[src/rtl/multi_cycle_controller.sv]
// Multi-cycle RV32I-subset control FSM: decodes opcode/funct fields into datapath selects,
// write enables and ALU function, one state per datapath step.
module multi_cycle_controller (
    input  logic       clk,
    input  logic       rst_n,
    input  logic [6:0] opcode,
    input  logic [2:0] f3,
    input  logic [6:0] f7,
    input  logic       zero,
    input  logic       mem_ready,
    output logic       pc_write,
    output logic       ir_write,
    output logic       reg_write,
    output logic       mem_write,
    output logic       adr_src,
    output logic [1:0] alu_src_a,
    output logic [1:0] alu_src_b,
    output logic [2:0] imm_src,
    output logic [1:0] result_src,
    output logic [2:0] alu_function,
    output logic       illegal_instr
);

    typedef enum logic [3:0] {
        StFetch,
        StDecode,
        StMemAddr,
        StMemRead,
        StMemWb,
        StMemWrite,
        StExecR,
        StExecI,
        StAluWb,
        StBranch,
        StJal,
        StJalr,
        StJalrLink,
        StLui
    } state_e;

    localparam logic [6:0] OpR     = 7'b0110011;
    localparam logic [6:0] OpI     = 7'b0010011;
    localparam logic [6:0] OpLoad  = 7'b0000011;
    localparam logic [6:0] OpStore = 7'b0100011;
    localparam logic [6:0] OpBr    = 7'b1100011;
    localparam logic [6:0] OpJal   = 7'b1101111;
    localparam logic [6:0] OpJalr  = 7'b1100111;
    localparam logic [6:0] OpLui   = 7'b0110111;

    localparam logic [2:0] AluAdd  = 3'b000;
    localparam logic [2:0] AluSub  = 3'b001;
    localparam logic [2:0] AluAnd  = 3'b010;
    localparam logic [2:0] AluOr   = 3'b011;
    localparam logic [2:0] AluXor  = 3'b100;
    localparam logic [2:0] AluSlt  = 3'b101;
    localparam logic [2:0] AluSltu = 3'b110;

    state_e state_q, state_d;

    logic pc_write_c, ir_write_c, reg_write_c, mem_write_c;

    // Only f7[5] distinguishes SUB from ADD; the remaining funct7 bits are don't-care here.
    logic unused_f7;
    assign unused_f7 = ^{f7[6], f7[4:0]};

    function automatic logic [2:0] alu_decode(input logic [2:0] fn3, input logic sub);
        logic [2:0] fn;
        case (fn3)
            3'b000:  fn = sub ? AluSub : AluAdd;
            3'b111:  fn = AluAnd;
            3'b110:  fn = AluOr;
            3'b100:  fn = AluXor;
            3'b010:  fn = AluSlt;
            3'b011:  fn = AluSltu;
            default: fn = AluAdd;
        endcase
        return fn;
    endfunction

    always_comb begin
        state_d       = state_q;
        pc_write_c    = 1'b0;
        ir_write_c    = 1'b0;
        reg_write_c   = 1'b0;
        mem_write_c   = 1'b0;
        adr_src       = 1'b0;
        alu_src_a     = 2'b00;
        alu_src_b     = 2'b00;
        imm_src       = 3'b000;
        result_src    = 2'b00;
        alu_function  = AluAdd;
        illegal_instr = 1'b0;

        unique case (state_q)
            StFetch: begin
                alu_src_b  = 2'b10;
                result_src = 2'b10;
                ir_write_c = mem_ready;
                pc_write_c = mem_ready;
                if (mem_ready) state_d = StDecode;
            end
            StDecode: begin
                // Branch target is precomputed here into alu_out.
                alu_src_a = 2'b01;
                alu_src_b = 2'b01;
                imm_src   = 3'b010;
                case (opcode)
                    OpR:             state_d = StExecR;
                    OpI:             state_d = StExecI;
                    OpLoad, OpStore: state_d = StMemAddr;
                    OpBr:            state_d = StBranch;
                    OpJal:           state_d = StJal;
                    OpJalr:          state_d = StJalr;
                    OpLui:           state_d = StLui;
                    default: begin
                        illegal_instr = 1'b1;
                        state_d       = StFetch;
                    end
                endcase
            end
            StMemAddr: begin
                alu_src_a = 2'b10;
                alu_src_b = 2'b01;
                if (opcode == OpStore) begin
                    imm_src = 3'b001;
                    state_d = StMemWrite;
                end else begin
                    state_d = StMemRead;
                end
            end
            StMemRead: begin
                adr_src = 1'b1;
                if (mem_ready) state_d = StMemWb;
            end
            StMemWb: begin
                result_src  = 2'b01;
                reg_write_c = 1'b1;
                state_d     = StFetch;
            end
            StMemWrite: begin
                adr_src     = 1'b1;
                mem_write_c = 1'b1;
                if (mem_ready) state_d = StFetch;
            end
            StExecR: begin
                alu_src_a    = 2'b10;
                alu_function = alu_decode(f3, f7[5]);
                state_d      = StAluWb;
            end
            StExecI: begin
                alu_src_a    = 2'b10;
                alu_src_b    = 2'b01;
                alu_function = alu_decode(f3, 1'b0);
                state_d      = StAluWb;
            end
            StAluWb: begin
                reg_write_c = 1'b1;
                state_d     = StFetch;
            end
            StBranch: begin
                alu_src_a = 2'b10;
                case (f3)
                    3'b000: begin alu_function = AluSub; pc_write_c = zero;  end
                    3'b001: begin alu_function = AluSub; pc_write_c = !zero; end
                    3'b100: begin alu_function = AluSlt; pc_write_c = !zero; end
                    3'b101: begin alu_function = AluSlt; pc_write_c = zero;  end
                    default: ;
                endcase
                state_d = StFetch;
            end
            StJal: begin
                alu_src_a  = 2'b01;
                alu_src_b  = 2'b10;
                pc_write_c = 1'b1;
                state_d    = StAluWb;
            end
            StJalr: begin
                alu_src_a  = 2'b10;
                alu_src_b  = 2'b01;
                result_src = 2'b10;
                pc_write_c = 1'b1;
                state_d    = StJalrLink;
            end
            StJalrLink: begin
                alu_src_a   = 2'b01;
                alu_src_b   = 2'b10;
                result_src  = 2'b10;
                reg_write_c = 1'b1;
                state_d     = StFetch;
            end
            StLui: begin
                alu_src_a = 2'b11;
                alu_src_b = 2'b01;
                imm_src   = 3'b100;
                state_d   = StAluWb;
            end
            default: state_d = StFetch;
        endcase
    end

    // Reset also masks the mem_ready-gated FETCH enables while rst_n is held low.
    assign pc_write  = pc_write_c  & rst_n;
    assign ir_write  = ir_write_c  & rst_n;
    assign reg_write = reg_write_c & rst_n;
    assign mem_write = mem_write_c & rst_n;

    always_ff @(posedge clk or negedge rst_n) begin
        if (!rst_n) begin
            state_q <= StFetch;
        end else begin
            state_q <= state_d;
        end
    end

endmodule

[config.mk]
export PLATFORM = sky130hd
export DESIGN_NAME = multi_cycle_controller
export DESIGN_NICKNAME = d
export VERILOG_FILES = /design/src/rtl/multi_cycle_controller.sv
export SDC_FILE = /design/constraint.sdc
export NUM_CORES = 1
export LEC_CHECK = 0
export BUFFER_PORTS_ARGS = -buffer_cell sky130_fd_sc_hd__buf_2
export CORE_MARGIN = 5
export CORE_UTILIZATION = 25
export CTS_CLUSTER_DIAMETER = 50
export DETAILED_ROUTE_END_ITERATION = 12
export HOLD_SLACK_MARGIN = 0.08
export PLACE_DENSITY = 0.57
export SLEW_MARGIN = 40
export SYNTH_ARGS = -nofsm -noshare
export SYNTH_HDL_FRONTEND = slang
export SYNTH_SLANG_ARGS = --single-unit
[constraint.sdc]
create_clock -name clk -period 1.6 [get_ports clk]
set_input_delay 0.24 -clock clk [delete_from_list [all_inputs] [get_ports clk]]
set_output_delay 0.24 -clock clk [all_outputs]
set_load 0.005 [all_outputs]
==> run summary, run 1 <==
Logic pwr share -> 74.6%
final net count -> 185
min-delay worst type -> in -> async
failing checks -> negative setup slack
Tot GR Track Use -> 11.9%
Sw Share -> 41.2%
syn_area_per_cell -> 7.01 sq um
nature of the critical path startpoint -> register
leakage power -> 0.000647 uW
Final Cycle Share -> 108%
detailed-route wire length per cell -> 13.5 um
initial DRC count -> 21
Worst Clk Skew -> 0.00381 ns
vias -> 1002
total net switching power -> 462 uW
worst r2r dst -> state_q[2]
largest net degree at the start of global routing -> 11
CTS Sinks -> 4
Routed Antenna Nets -> 0
unrepaired setup endpoints after global routing -> true
Crit-path slowest cell -> dfrtp_1
routed vias/inst -> 5.19
Worst path top cell family by delay -> flip-flops
sequential power share -> 14.0%
Largest register FFs -> 4
Max FO, Critical Path -> 4
Max Cap Viol -> 0
grt ovf -> 0
Clock Tree Buf Depth -> 2
Worst-Skew Late Latency -> 0.24 ns
Worst VDD drop -> 505 uV
element type at the critical path end -> output pin
Clock transition at path regs -> 0.04 ns
Syn Inst Count -> 104
Mapped Area -> 729 sq um
GP Congestion -> 0.812
CTS tree -> built
Clock Power Share -> 11.4%
run status -> finished, violations left
Worst R2R Path Depth -> 6
die width -> 64.0 um
Syn-to-layout area delta -> 78.6%
Top Registers -> state_q: 4 flops
DP HPWL -> 1790 um
post-route minimum period -> 1.73 ns
P_int -> 659 uW
commonest non-fill, non-tap cell in the layout -> buf_2
Total Power Consumption -> 1120 uW
Core Box Area -> 2780 sq um
fmax -> 578 MHz
Worst EP required -> 1.36 ns
synthesized flop and latch total -> 4
number of global-route vias before repair -> 968
PD cells -> 861 nW/um^2
I/O pins -> 39
Final setup viols -> 12
worst slew pin tran -> 0.658 ns
slew margin rel. -> 55.7%
synth warn -> 0
leading cell types in the layout, fill and taps excluded -> 31 x buf_2, 17 x buf_4, 12 x buf_6
RR Startpoint -> state_q[3]
post-synth net total -> 125
CTS Buf Count -> 3
final wirelength -> 2600 um
register area share after synthesis -> 13.7%
Arrival @ worst endpoint -> 1.49 ns
Fin. Hold Viols -> 0
Worst Path Buf+Inv -> 2
first-pass GRT wire length -> 4020 um
synth unique cells -> 43
initial antenna violation count -> 0
Place WS -> 0.0496 ns
final worst slack -> -0.129 ns
ant diodes -> 0
H-tree depth -> 1
Final Max Tran Viols -> 0
Biggest register -> state_q
Die Span Y -> 64.0 um
kind of critical path -> reg -> out
Root Driver -> clkbuf_4
layout cells sized above 1 -> 56.2%
DRC errors left -> 0
Die ar. -> 4100 sq um
CP max stage delay -> 0.42 ns
R2R Setup Slk -> 0.17 ns
port bufs -> 32
Detailed Routing Iterations Pass 1 -> 4
cell breakdown of the critical path -> buf_4 -> nor2b_4 -> or2_4 -> xnor2_1 -> a21o_1 -> buf_2
Initial Util -> 26.2%
Row Count -> 19
==> worst max path at each step <==
stage                from  slack (ns)              end  cells after the start
2_1_floorplan  state_q[2]        0.22     alu_src_b[0]                      4
3_3_place_gp   state_q[0]        0.07         pc_write                      5
3_5_place_dp   state_q[1]        0.05         pc_write                      5
4_1_cts        state_q[1]       -0.11         pc_write                      6
5_1_grt        state_q[2]       -0.21  alu_function[0]                      5
6_report       state_q[2]       -0.13     alu_src_b[0]                      6
==> power by group through the flow <==
stage               logic, uW  clock network [uW]  registers (uW)
finish                    836                 128             157
global route              901                 142             159
CTS                       701                 135             177
detailed placement        579                   0             164
global placement          571                   0             164
floorplan                 345                   0             139
==> through the flow <==
stage	hold slack, ns	utilization [%]	cells	TNS (ns)	area (sq um)
after global placement	0.0635	34.9	171	0	971
after CTS	0.344	41.4	184	-0.573	1150
after floorplan	-0.0556	-	104	0	729
after global routing	0.374	46.8	193	-1.63	1300
after detailed placement	0.0676	34.9	171	0	971
final	0.353	46.8	193	-0.709	1300
==> layout make-up <==
type                            count  area [sq um]
Inverter                            4          20.0
Sequential cell                     4           104
Multi-Input combinational cell     89           669
Clock buffer                        3          22.5
Timing Repair Buffer               62           448
Tap cell                           31          38.8
Fill cell                         278          1480
==> repair_timing <==
item	in CTS	in global routing
hold buffers	1	0
gates resized for setup	23	19
pin swaps	9	5
buffers inserted	9	9
endpoints found under the setup margin	12	15
hold endpoints to repair	4	0
gates cloned	0	0
==> layer usage <==
metal  track usage, %  routed length [um]
met2             21.4                1330
met4             8.31                  67
met1             12.7                1010
met3             1.75                 194
met5                0                   0
==> logic make-up (layout without fill, tap and decap cells) <==
logic type / Yosys count / in the layout / share of synthesized area (%)
mux: 1 / 1 / 1.37
flops: 4 / 4 / 13.7
buf+inv: 11 / 69 / 7.55
xor+xnor: 4 / 4 / 4.80
simple gates: 57 / 57 / 47.0
compound gates: 27 / 27 / 25.6
==> cell usage after synthesis, drive strengths merged <==
| cell type | count | area (sq um) |
|---|---|---|
| nor3b | 1 | 12.5 |
| nor4b | 2 | 23.8 |
| nand2b | 1 | 6.26 |
| and2 | 1 | 6.26 |
| mux2i | 1 | 10.0 |
| nor2 | 13 | 48.8 |
| and3 | 3 | 18.8 |
| o41ai | 1 | 16.3 |
| buf | 6 | 36.3 |
| or2 | 1 | 6.26 |
| o31ai | 1 | 7.51 |
| nand4b | 1 | 8.76 |
| a22oi | 1 | 7.51 |
| nor3 | 4 | 20.0 |
| a211oi | 1 | 12.5 |
| o32a | 1 | 10.0 |
| xnor2 | 4 | 35.0 |
| o22ai | 2 | 12.5 |
| a21o | 1 | 7.51 |
| dfrtp | 4 | 100 |
| o311ai | 1 | 8.76 |
| o21a | 2 | 15.0 |
| o21ai | 8 | 40.0 |
| nor2b | 3 | 21.3 |
| o211a | 1 | 10.0 |
| nand3 | 4 | 20.0 |
| inv | 4 | 15.0 |
| a22o | 1 | 8.76 |
| clkbuf | 1 | 3.75 |
| a21oi | 6 | 30.0 |
| nor4 | 2 | 18.8 |
| nand2 | 13 | 51.3 |
| and2b | 3 | 25.0 |
| and4bb | 3 | 37.5 |
| and3b | 2 | 17.5 |
No activity file was read; power rests on OpenSTA's default activity.
==> run 2: changes to the inputs <==
==> constraint.sdc (replaced) <==
create_clock -name clk -period 2.1 [get_ports clk]
set_input_delay 0.315 -clock clk [delete_from_list [all_inputs] [get_ports clk]]
set_output_delay 0.315 -clock clk [all_outputs]
set_load 0.005 [all_outputs]
==> run summary, run 2 (synthesis results as in run 1) <==
run status -> complete, no violations
Detailed Routing Iterations Pass 1 -> 4
Post-CTS Resized -> 0
Biggest register -> state_q
vias -> 853
post-route minimum period -> 1.96 ns
Worst Clk Skew -> 0.00243 ns
Final Non-Filler Cells -> 169
nature of the critical path startpoint -> register
hold_buf cts -> 1
H-tree depth -> 1
PD cells -> 647 nW/um^2
CTS Sinks -> 4
Util after Layout -> 34.5%
Arrival @ worst endpoint -> 1.64 ns
leading cell types in the layout, fill and taps excluded -> 32 x buf_2, 13 x nor2_1, 12 x nand2_1
die width -> 64.0 um
element type at the critical path end -> output pin
routed vias/inst -> 5.05
fmax -> 511 MHz
Initial Util -> 26.2%
layout cells sized above 1 -> 35.5%
Worst VDD drop -> 301 uV
Core Box Area -> 2780 sq um
min-delay worst type -> in -> async
first-pass GRT wire length -> 3600 um
unrepaired setup endpoints after global routing -> false
Syn-to-layout area delta -> 31.4%
ant diodes -> 0
number of global-route vias before repair -> 834
Setup Buffers After CTS -> 0
Worst setup startpoint -> state_q[1]
Largest register FFs -> 4
Worst EP required -> 1.78 ns
Max Cap Viol -> 0
I/O pins -> 39
Die ar. -> 4100 sq um
Clock transition at path regs -> 0.04 ns
Routed Antenna Nets -> 0
final wirelength -> 2120 um
Worst-Skew Late Latency -> 0.24 ns
CTS Buf Count -> 3
initial antenna violation count -> 0
setup TNS -> 0 ns
DP HPWL -> 1720 um
RR Startpoint -> state_q[2]
largest net degree at the start of global routing -> 13
leakage power -> 0.000484 uW
grt ovf -> 0
Final Cycle Share -> 93.1%
port bufs -> 32
Die Span Y -> 64.0 um
Fin. Hold Viols -> 0
Max FO, Critical Path -> 10
Root Driver -> clkbuf_4
kind of critical path -> reg -> out
Top Registers -> state_q: 4 flops
CTS tree -> built
worst slew pin tran -> 0.380 ns
Tot GR Track Use -> 10.5%
commonest non-fill, non-tap cell in the layout -> buf_2
Row Count -> 19
slew margin rel. -> 74.7%
GP Congestion -> 0.804
# fillers -> 308
Final Max Tran Viols -> 0
initial DRC count -> 44
DRC errors left -> 0
detailed-route wire length per cell -> 12.5 um
Final setup viols -> 0
Clock Tree Buf Depth -> 2
final net count -> 161
placed cell count -> 165
==> run 2: layout make-up <==
cell class	count	area, sq um	area share, %
Inverter	4	15.0	1.57
Sequential cell	4	100	10.4
Multi-Input combinational cell	89	574	59.9
Timing Repair Buffer	38	208	21.7
Clock buffer	3	22.5	2.35
Tap cell	31	38.8	4.05
==> run 2: report_power, final <==
group,internal [uW],switching [uW]
logic,192,194
registers,91.4,45.6
clock network,64.0,32.5
==> run 2: worst paths after layout <==
path | slack (ns) | cells after the start | to
max in group asynchronous | 1.54 | 2 | state_q[3]
hold / removal | 0.43 | 2 | state_q[2]
setup reg to reg | 0.64 | 4 | state_q[2]
setup / recovery | 0.14 | 5 | pc_write
min in group clk | 0.52 | 3 | state_q[0]
hold reg to reg | 0.87 | 4 | state_q[0]
==> run 2: metrics by stage <==
stage	hold WS [ns]	cell area, sq um	setup WS (ns)	total power [uW]
6_report	0.426	958	0.144	620
5_1_grt	0.453	958	0.0460	685
4_1_cts	0.424	958	0.144	630
3_5_place_dp	0.142	926	0.403	528
3_3_place_gp	0.137	926	0.400	522
2_1_floorplan	0.0194	729	0.645	369
==> run 2: routing by layer <==
metal | track usage, % | share of wire, % | vias up
met2 | 17.8 | 47 | 30
met1 | 12.9 | 43 | 376
met4 | 4.68 | 0.66 | 0
li1 | - | - | 445
met5 | 0 | 0 | -
met3 | 1.93 | 9.1 | 2
==> run 2: worst max-delay path: stages, from the launching register on <==
cell and delay, ns:
dfrtp_1 0.47, and2b_4 0.33, nand3_1 0.12, o21ai_1 0.16
and4bb_1 0.22, buf_2 0.11
